<file path="src/rtl/skid_reg.sv">
// skid_reg: two-entry valid/ready pipeline register with a one-word skid buffer.
// Sustains one word per cycle with in_ready, out_valid and out_data all registered.
// Optional feature macro: SKID_FLUSH_EN adds a flush input that squashes the contents.
module skid_reg #(
    parameter int unsigned     WIDTH = 32,
    parameter logic [WIDTH-1:0] INIT  = '0
) (
    input  logic             clk,
    input  logic             reset,
    input  logic             in_valid,
    output logic             in_ready,
    input  logic [WIDTH-1:0] in_data,
    output logic             out_valid,
    input  logic             out_ready,
`ifdef SKID_FLUSH_EN
    input  logic             flush,
`endif
    output logic [WIDTH-1:0] out_data
);

    typedef enum logic [1:0] {
        EMPTY = 2'd0,
        BUSY  = 2'd1,
        FULL  = 2'd2
    } state_t;

    state_t           state_q;
    state_t           state_d;
    logic [WIDTH-1:0] main_q;
    logic [WIDTH-1:0] main_d;
    logic [WIDTH-1:0] skid_q;
    logic [WIDTH-1:0] skid_d;
    logic             in_ready_q;
    logic             in_ready_d;
    logic             out_valid_q;
    logic             out_valid_d;
    logic             in_fire;
    logic             out_fire;
    logic             flush_req;

    // Handshakes are qualified by the registered flags only, keeping outputs free of input paths.
    assign in_fire  = in_valid & in_ready_q;
    assign out_fire = out_valid_q & out_ready;

`ifdef SKID_FLUSH_EN
    assign flush_req = flush;
`else
    assign flush_req = 1'b0;
`endif

    // State register and storage entries, synchronous active-low reset.
    always_ff @(posedge clk) begin
        if (!reset) begin
            state_q     <= EMPTY;
            main_q      <= INIT;
            skid_q      <= INIT;
            in_ready_q  <= 1'b1;
            out_valid_q <= 1'b0;
        end else begin
            state_q     <= state_d;
            main_q      <= main_d;
            skid_q      <= skid_d;
            in_ready_q  <= in_ready_d;
            out_valid_q <= out_valid_d;
        end
    end

    // Next-state and entry update; flush squashes the state but leaves both entries untouched.
    always_comb begin
        state_d = state_q;
        main_d  = main_q;
        skid_d  = skid_q;
        unique case (state_q)
            EMPTY: begin
                if (in_fire) begin
                    main_d  = in_data;
                    state_d = BUSY;
                end
            end
            BUSY: begin
                if (in_fire && out_fire) begin
                    main_d = in_data;
                end else if (in_fire) begin
                    skid_d  = in_data;
                    state_d = FULL;
                end else if (out_fire) begin
                    state_d = EMPTY;
                end
            end
            FULL: begin
                if (out_fire) begin
                    main_d  = skid_q;
                    state_d = BUSY;
                end
            end
            default: begin
                state_d = EMPTY;
            end
        endcase
        if (flush_req) begin
            state_d = EMPTY;
            main_d  = main_q;
            skid_d  = skid_q;
        end
    end

    // Output flags decoded from the next state so they land in registers with the state.
    always_comb begin
        in_ready_d  = (state_d != FULL);
        out_valid_d = (state_d != EMPTY);
    end

    assign in_ready  = in_ready_q;
    assign out_valid = out_valid_q;
    assign out_data  = main_q;

endmodule

</file>
<file path="config.mk">
export PLATFORM = sky130hd
export DESIGN_NAME = skid_reg
export DESIGN_NICKNAME = d
export VERILOG_FILES = /design/src/rtl/skid_reg.sv
export SDC_FILE = /design/constraint.sdc
export NUM_CORES = 1
export LEC_CHECK = 0
export BUFFER_PORTS_ARGS = -buffer_cell sky130_fd_sc_hd__buf_2
export CAP_MARGIN = 0
export CORE_MARGIN = 2
export CORE_UTILIZATION = 57
export CTS_CLUSTER_DIAMETER = 40
export DETAILED_ROUTE_END_ITERATION = 10
export PLACE_DENSITY = 0.91
export SLEW_MARGIN = 20
export SYNTH_ARGS = -nofsm -noshare
export SYNTH_HDL_FRONTEND = slang
export SYNTH_SLANG_ARGS = --single-unit
</file>
<file path="constraint.sdc">
create_clock -name clk -period 2.4 [get_ports clk]
set_input_delay 0.24 -clock clk [delete_from_list [all_inputs] [get_ports clk]]
set_output_delay 0.24 -clock clk [all_outputs]
set_load 0.01 [all_outputs]
</file>
## Word level (Yosys, flattened, before mapping)

Cells that the tools add are included.

| word-level totals | value |
|---|---|
| register bits | 68 |
| latch bits | 0 |
| bits in writable memories | 0 |
| memory bits (read-only) | 0 |
| input port bits | 36 |
| output and inout port bits | 34 |
| logic and storage cells | 30 |
| memories kept | 0 |

| operators by class | value |
|---|---|
| add/subtract/negate cells | 0 |
| multiply operators | 0 |
| divide/modulo/power cells | 0 |
| magnitude comparators | 0 |
| equal/unequal tests | 6 |
| shift-type cells | 0 |
| mux-type cells | 10 |
| bitwise gates (word level) | 3 |
| reductions and logical operators | 6 |

Operators with widths:

| operator | count |
|---|---|
| $mux W32 | 3 |
| $pmux W32 S3 | 1 |
| $mux W2 | 5 |
| $ne A2 B2 Y1 const B | 4 |
| $pmux W2 S3 | 1 |
| $reduce_and A4 Y1 | 1 |
| $reduce_and A3 Y1 | 1 |
| $reduce_bool A3 Y1 | 1 |
| $and A1 B1 Y1 | 2 |
| $eq A2 B1 Y1 const B | 1 |
| $eq A2 B2 Y1 const B | 1 |
| $logic_not A2 Y1 | 1 |
| $reduce_bool A2 Y1 | 1 |
| $logic_and A1 B1 Y1 | 1 |
| $not A1 Y1 | 1 |

## Depth between registers and ports, before layout

Gate-level depths: netlist of run 1.

| depth | value |
|---|---|
| depth in word-level cells | 6 |
| gate-level depth with buffers | 7 |
| depth with buffers taken out | 4 |

## Worst setup path before layout of run 1

No wires, ideal clock.

| timing path | value |
|---|---|
| path type | reg2reg |
| start point | register state_q[0] |
| end point | register main_q[10], in the netlist out_data[10] |
| library setup time | 0.116 ns |
| arrival | 1.373 ns |
| data required time | 2.284 ns |
| path slack | 0.911 ns |
| stages on the path, launching flop included | 8 |
| path buffers | 3 |
| period minus slack after synthesis | 1.489 ns |
| cell sequence | dfxtp_1 nand2b_1 buf_6 o22ai_4 or2_1 buf_6 buf_6 o211a_1 |

| on the way | value |
|---|---|
| cells in the longest elaborated chain, start to end | 3 |
| elaborated cells between the ends (all ways) | 9 |
| those cells by class | 5 x eq/ne; 1 x mux; 3 x reduce/logical |

RTL lines:

| item | line | source |
|---|---|---|
| start, declared | 27 | `state_t state_q;` |
| start signal, assigned | 60 | `state_q <= state_d;` |
| $eq A2 B1 Y1, or another cell as far along | 73 | `unique case (state_q)` |
| $ne A2 B2 Y1 (no source line) / $reduce_bool A3 Y1 (equally long branches) | - |  |
| $reduce_and A4 Y1 (no source line) | - |  |
| end signal, assigned | 61 | `main_q <= main_d;` |
| end, declared | 29 | `logic [WIDTH-1:0] main_q;` |

Parallel ways exist; a longest one is shown, timed or not.
A chain may end at the register's enable or synchronous reset.

## Final worst setup path of run 1

| timing path | value |
|---|---|
| start point | register state_q[0] |
| end point | register main_q[4], in the netlist out_data[4] |

Same word-level chain as after synthesis.

==> summary.txt, run 1 <==
Clock network
  • Count of clock tree sinks: 68
  • Buffer depth of the longest clock path: 2
  • H-Tree Level Count: 3
  • Number of hold buffers added after cts: 0
  • Clk slew on worst S/H paths: 80 ps
  • Clock tree from TritonCTS: done
  • Insertion delay to the later sink of the worst-skew pair: 330 ps
  • Cell at the root of the clock tree: clkbuf_8
  • CTS resizes: 0
  • # Post-CTS Setup Buffers: 0
  • Num CTS Buffers: 9

Finish
  • Number of standard cells in the final layout excluding fillers: 445
  • Final core utilization: 69.1%
  • Nets: 406
  • Number of diodes: 0
  • Synth-to-Final Area Change: 18.7%
  • Reg area: 1360 um^2
  • FILL cells: 398
  • Area of the multi-input gates: 1440 um^2
  • Layout cells sized above 1: 25.9%

Floorplan
  • Die extent in y: 75.7 um
  • Die area: 5740 um^2
  • Width of the chip: 75.7 um
  • Placeable core region: 5040 um^2
  • Number of top-level design ports: 70
  • Initial core utilization: 58.2%
  • Row cnt: 26

Timing
  • Slew Limit Fails: 0
  • Clock skew after layout: 11.9 ps
  • Time the final worst path needs with I/O delays and setup: 1910 ps
  • Final-report hold violation count: 0
  • Final worst path period share: 79.5%
  • Final number of setup-violating endpoints: 0
  • Slew at the pin closest to its max-slew limit: 582 ps
  • Setup TNS: 0 ps
  • Highest achievable clock rate: 524 MHz
  • Unrepaired setup endpoints after global routing: no
  • Worst slew margin: 61.2%

Detailed routing
  • Vias post-DR: 2,446
  • Iteration-0 DRC Markers: 213
  • Via-to-Cell Ratio: 5.50
  • Mean routed wirelength per cell: 14.4 um
  • Sum of routed wire length over all layers: 6.40 mm
  • DR pass1 iterations: 6
  • Number of nets still failing antenna checks after routing: 0
  • Drt drc: 0

Min path
  • Instance count along the most critical hold path: 3
  • Endpoint of the worst hold path: skid_q[20]
  • Startpoint of the lowest-slack hold path: in_data[20]
  • Class of the worst hold path: input pin to flip-flop

Global routing
  • Aggregate global routing overflow: 0
  • Wire length of the first global-routing pass: 10.2 mm
  • Pin count of the biggest net entering global routing: 69
  • Overall Global Routing Usage: 23.6%
  • Via count of the first global-routing pass: 2,195
  • Antenna violations before repair: 0

Yosys
  • Number of flops mapped to enable cells by yosys: 0
  • Most frequent cell after synthesis: nand2_1
  • Commonest register cell after synthesis: dfxtp_1
  • Fraction of registers with async set/reset: 0%
  • Warning count from the yosys run: 0
  • Most area-consuming cells after synthesis: dfxtp_1 (46%), mux2i_1 (11%), o211a_1 (11%), nand2_1 (8.8%), a21boi_1 (8.2%)
  • Net count after synthesis: 346
  • Average size of a mapped cell: 9.46 um^2
  • Cell area after synthesis: 2930 um^2
  • Distinct cell type count after synthesis: 24
  • Flop and latch count out of synthesis: 68
  • Largest area contributor in the synthesized netlist: dfxtp_1
  • Number of instances in the synthesized netlist: 310
  • Most used standard cells in the synthesized netlist: nand2_1 (69), dfxtp_1 (68)
  • Portion of the post-synthesis area used by sequential elements: 46.4%
  • Post-synth top area share: 46.4%

Critical path
  • Slowest cell on the critical path: buf_4
  • Crit path max fanout: 24
  • Kind of cell adding the most delay to the critical path: buffers and inverters
  • Origin of the critical flop-to-flop path: state_q[0]
  • Nature of the critical path startpoint: flip-flop
  • Reg-to-reg endpoint: out_data[4]
  • Required time worst endpoint: 2620 ps
  • Register-to-register setup slack: 490 ps
  • WP buf/inv: 1
  • Category of the worst setup path capture point: flip-flop
  • Worst setup path category: flip-flop to flip-flop
  • Cells along the critical path: nand2b_2 > buf_4 > mux2i_1 > o21ai_0 > o211a_1
  • Largest stage delay on the critical path: 460 ps
  • FF-to-FF path depth: 5
  • Arrival @ worst endpoint: 2130 ps

Power
  • Largest vdd supply drop: 0.590 mV
  • Pwr per Cell Area: 756 nW/um^2
  • Total chip power: 2.63 mW
  • Leak pwr: 1.89 nW

Placement
  • RePlAce Congestion: 0.763
  • Number of port buffers: 69
  • Post-detailed-placement half-perimeter wirelength: 4.20 mm
  • Placed insts: 429

Job
  • Number of max-cap violations: 0

Outcome
  • Outcome: completed
per-stage QoR:
step	setup slack [ps]	area (um^2)	hold WS, ps
2_1_floorplan	911	2930	375
3_3_place_gp	613	3310	440
3_5_place_dp	505	3310	448
4_1_cts	490	3480	137
5_1_grt	347	3480	144
6_report	493	3480	150
worst register-to-register path, stage by stage (launching register included):
cell	delay, ps
dfxtp_1	420
nand2b_2	390
buf_4	460
mux2i_1	280
o21ai_0	110
o211a_1	150
registers in the layout, indices dropped and copies added, names as in the netlist:
name       cells
in_ready       1
state_q        2
out_data      32
out_valid      1
skid_q        32
worst max-delay path by stage:
stage,to,startpoint,cells after the start
after global placement,out_data[2],state_q[0],5
after floorplan,out_data[10],state_q[0],7
after global routing,out_data[7],state_q[1],5
final,out_data[4],state_q[0],5
after detailed placement,out_data[4],state_q[0],5
after CTS,out_data[4],state_q[0],5
cells by family (layout without fill, tap and decap cells):
logic type	count (synthesis)	in the layout	share of synthesized area, %
compound gates	101	101	26.1
buf+inv	29	94	5.25
flops	68	68	46.4
mux	32	32	10.9
simple gates	80	80	11.3
report_power, final:
group / internal, mW / leakage [nW] / switching (mW)
sequential: 1.24 / 0.558 / 0.0645
combinational: 0.240 / 1.25 / 0.279
clock: 0.400 / 0.0824 / 0.410
total: 1.88 / 1.89 / 0.754
cell type report:
class	instances	share of cell area, %
clock inverter	4	0.719
tap	70	2.52
sequential	68	39.1
multi-input combinational	213	41.3
timing repair buffer	78	12.2
clock buffer	12	4.17
cell usage in the layout, fill, tap and decap left out, types with 2 or more instances in the layout:
cell type    n
dfxtp_1     68
nand2_1     69
a21boi_1    32
o21ai_0     32
clkbuf_1     2
buf_4        8
clkinv_2     2
clkbuf_8    10
mux2i_1     32
clkinvlp_4   2
buf_2       69
o211a_1     32
nand3_1      2
layer usage:
layer	up-vias	wire [um]	track usage (%)
met4	0	72	9.36
met1	1160	2880	30.2
met5	-	0	0
met2	71	3150	39.1
li1	1210	-	-
met3	5	296	4.63
No activity file was read; power rests on OpenSTA's default activity.
==> run 2, diff against run 1 <==
--- a/config.mk
+++ b/config.mk
@@ -5,13 +5,14 @@
 export SDC_FILE = /design/constraint.sdc
 export NUM_CORES = 1
 export LEC_CHECK = 0
+export ABC_AREA = 1
 export BUFFER_PORTS_ARGS = -buffer_cell sky130_fd_sc_hd__buf_2
 export CAP_MARGIN = 0
 export CORE_MARGIN = 2
-export CORE_UTILIZATION = 57
+export CORE_UTILIZATION = 53
 export CTS_CLUSTER_DIAMETER = 40
 export DETAILED_ROUTE_END_ITERATION = 10
-export PLACE_DENSITY = 0.91
+export PLACE_DENSITY = 0.86
 export SLEW_MARGIN = 20
 export SYNTH_ARGS = -nofsm -noshare
 export SYNTH_HDL_FRONTEND = slang
==> constraint.sdc (replaced) <==
create_clock -name clk -period 1.88 [get_ports clk]
set_input_delay 0.188 -clock clk [delete_from_list [all_inputs] [get_ports clk]]
set_output_delay 0.188 -clock clk [all_outputs]
set_load 0.01 [all_outputs]
==> run 2 against run 1 <==
  * Global-route usage grew 0.057 points
  * Flip-flop and latch count is the same
  * Fmax up 22%
  * Clock-buffer cell count unchanged
  * Highest routed layer unchanged
  * Clock power increased by 72%
  * Critical endpoint is now skid_q[27]
  * Non-clock buffer count grew 1
  * Synthesized area increased by 3.8%
  * Combinational power grew 65%
==> summary.txt, run 2 <==
Yosys
  • Post-synth top area share: 44.7% (was 46.4%)
  • Net count after synthesis: 510 (was 346)
  • Most area-consuming cells after synthesis: dfxtp_1 (45%), nand2_1 (17%), nor2_1 (16%), nand3_1 (5.4%), o21ai_0 (5.3%) (was dfxtp_1 (46%), mux2i_1 (11%), o211a_1 (11%), nand2_1 (8.8%), a21boi_1 (8.2%))
  • Number of instances in the synthesized netlist: 474 (was 310)
  • Warning count from the yosys run: 0 (unchanged)
  • Distinct cell type count after synthesis: 16 (was 24)
  • Most frequent cell after synthesis: nand2_1 (unchanged)
  • Flop and latch count out of synthesis: 68 (unchanged)
  • Most used standard cells in the synthesized netlist: nand2_1 (140), nor2_1 (129), dfxtp_1 (68) (was nand2_1 (69), dfxtp_1 (68))
  • Cell area after synthesis: 3050 um^2 (was 2930 um^2)
  • Commonest register cell after synthesis: dfxtp_1 (unchanged)
  • Average size of a mapped cell: 6.42 um^2 (was 9.46 um^2)
  • Portion of the post-synthesis area used by sequential elements: 44.7% (was 46.4%)
  • Number of flops mapped to enable cells by yosys: 0 (unchanged)
  • Fraction of registers with async set/reset: 0% (unchanged)
  • Largest area contributor in the synthesized netlist: dfxtp_1 (unchanged)

Timing
  • Worst slew margin: 65.8% (was 61.2%)
  • Time the final worst path needs with I/O delays and setup: 1570 ps (was 1910 ps)
  • Clock skew after layout: 4.98 ps (was 11.9 ps)
  • Unrepaired setup endpoints after global routing: no (unchanged)
  • Worst-case hold slack: 105 ps (was 150 ps)
  • Final number of setup-violating endpoints: 0 (unchanged)
  • Slew Limit Fails: 0 (unchanged)
  • Slew at the pin closest to its max-slew limit: 513 ps (was 582 ps)
  • Highest achievable clock rate: 638 MHz (was 524 MHz)
  • Setup TNS: 0 ps (unchanged)
  • Final worst path period share: 83.3% (was 79.5%)
  • Final-report hold violation count: 0 (unchanged)

Clock network
  • Clk slew on worst S/H paths: 70 ps (was 80 ps)
  • H-Tree Level Count: 3 (unchanged)
  • Clock tree from TritonCTS: done (unchanged)
  • # Post-CTS Setup Buffers: 0 (unchanged)
  • Cell at the root of the clock tree: clkbuf_8 (unchanged)
  • Insertion delay to the later sink of the worst-skew pair: 340 ps (was 330 ps)
  • CTS resizes: 0 (unchanged)
  • Count of clock tree sinks: 68 (unchanged)
  • Number of hold buffers added after cts: 0 (unchanged)
  • Buffer depth of the longest clock path: 2 (unchanged)
  • Num CTS Buffers: 9 (unchanged)

Detailed routing
  • Number of nets still failing antenna checks after routing: 0 (unchanged)
  • Iteration-0 DRC Markers: 192 (was 213)
  • Drt drc: 0 (unchanged)
  • Mean routed wirelength per cell: 11.1 um (was 14.4 um)
  • Vias post-DR: 2,974 (was 2,446)
  • Sum of routed wire length over all layers: 6.81 mm (was 6.40 mm)
  • Met2 routed WL: 3.11 mm (was 3.15 mm)
  • Total met3 wirelength after detailed routing: 451 um (was 296 um)
  • Sum of routed wire segments on met1: 3.12 mm (was 2.88 mm)
  • Via-to-Cell Ratio: 4.86 (was 5.50)
  • DR pass1 iterations: 4 (was 6)
  • Uppermost layer routed: met4 (unchanged)

Global routing
  • Wire length of the first global-routing pass: 11.9 mm (was 10.2 mm)
  • Via count of the first global-routing pass: 2,715 (was 2,195)
  • Antenna violations before repair: 0 (unchanged)
  • Aggregate global routing overflow: 0 (unchanged)
  • Pin count of the biggest net entering global routing: 35 (was 69)
  • Overall Global Routing Usage: 23.6% (about the same)

Power
  • Pwr per Cell Area: 1090 nW/um^2 (was 756 nW/um^2)
  • Leak pwr: 1.93 nW (was 1.89 nW)
  • Largest vdd supply drop: 0.618 mV (was 0.590 mV)

Floorplan
  • Die extent in y: 79.8 um (was 75.7 um)
  • Row cnt: 27 (was 26)
  • Placeable core region: 5540 um^2 (was 5040 um^2)
  • Number of top-level design ports: 70 (unchanged)
  • Width of the chip: 79.8 um (was 75.7 um)
  • Initial core utilization: 55.0% (was 58.2%)
  • Die area: 6370 um^2 (was 5740 um^2)

Finish
  • Synth-to-Final Area Change: 19.1% (was 18.7%)
  • Number of diodes: 0 (unchanged)
  • Layout cells sized above 1: 18.7% (was 25.9%)
  • Leading cell type in the layout, fill and taps excluded: nand2_1
  • Final cell area excluding filler cells: 3630 um^2 (was 3480 um^2)
  • Leading cell types in the layout, fill and taps excluded: nand2_1 (140), nor2_1 (129), buf_2 (69) (was nand2_1 (69), buf_2 (69), dfxtp_1 (68))
  • Nets: 571 (was 406)
  • Final core utilization: 65.5% (was 69.1%)
  • FILL cells: 511 (was 398)

Placement
  • RePlAce Congestion: 0.806 (was 0.763)
  • Placed cell area: 3390 um^2 (was 3310 um^2)
  • Number of port buffers: 69 (unchanged)
  • Post-detailed-placement half-perimeter wirelength: 4.60 mm (was 4.20 mm)

Critical path
  • Worst setup path category: flip-flop to flip-flop (unchanged)
  • Category of the worst setup path capture point: flip-flop (unchanged)
  • Arrival @ worst endpoint: 1850 ps (was 2130 ps)
  • Required time worst endpoint: 2160 ps (was 2620 ps)
  • Nature of the critical path startpoint: flip-flop (unchanged)
  • Cells along the critical path: inv_2 > a21oi_2 > nand2_2 > inv_2 > nor2_1 > nor2_1 (was nand2b_2 > buf_4 > mux2i_1 > o21ai_0 > o211a_1)
  • Largest stage delay on the critical path: 480 ps (was 460 ps)
  • FF-to-FF path depth: 6 (was 5)
  • Crit path max fanout: 32 (was 24)
  • Reg-to-reg endpoint: skid_q[27] (was out_data[4])
  • Register-to-register setup slack: 310 ps (was 490 ps)
  • Origin of the critical flop-to-flop path: state_q[0] (unchanged)
  • Slowest cell on the critical path: inv_2 (was buf_4)

Min path
  • Endpoint of the worst hold path: skid_q[29] (was skid_q[20])
  • Instance count along the most critical hold path: 3 (unchanged)
  • Class of the worst hold path: input pin to flip-flop (unchanged)
  • Startpoint of the lowest-slack hold path: in_data[29] (was in_data[20])

Job
  • Number of max-cap violations: 0 (unchanged)

Outcome
  • Outcome: completed (unchanged)
run 2: kinds of logic after synthesis:
group	share of synthesized area, %
simple gates	39.6
compound gates	5.71
buf+inv	10.0
flops	44.7
run 2: metrics by stage:
step / setup WS [ps] / power [mW] / std cells
6_report: 313 / 3.96 / 612
5_1_grt: 127 / 4.21 / 612
4_1_cts: 309 / 4.00 / 612
3_5_place_dp: 320 / 2.60 / 596
3_3_place_gp: 417 / 2.57 / 596
2_1_floorplan: 644 / 2.36 / 474
run 2: cell type report:
type | instances | area (um^2) | area share, %
clock buffer | 12 | 165 | 4.55
clock inverter | 4 | 70.1 | 1.93
inverter | 38 | 143 | 3.93
multi-input combinational | 339 | 1380 | 38.0
sequential | 68 | 1360 | 37.5
tap | 72 | 90.1 | 2.48
timing repair buffer | 79 | 420 | 11.6
run 2: routing by layer:
metal  GRT usage, %  up-vias
met5              0        -
met3           7.35       13
met1           30.8     1317
met2           36.8       84
met4           8.81        0
li1               -     1560
run 2: how the worst max path moves through the flow:
stage / from / end / depth (start not counted)
after detailed placement: state_q[0] / skid_q[27] / 6
final: state_q[0] / skid_q[27] / 6
after global routing: in_ready / skid_q[20] / 6
after global placement: state_q[0] / skid_q[21] / 6
after CTS: state_q[0] / skid_q[27] / 6
after floorplan: out_valid / out_data[12] / 6
run 2: critical path, delay by kind of cell (launching register included):
family,cells,cell delay [ps]
buffers and inverters,2,540
and+or+nand+nor,3,470
DFF,1,380
AOI/OAI and AO/OA,1,110
run 2: power by group:
group          internal, mW  total [mW]  switching [mW]
Clock                 0.851        1.39           0.537
Sequential             1.62        1.72          0.0920
Combinational         0.316       0.858           0.542
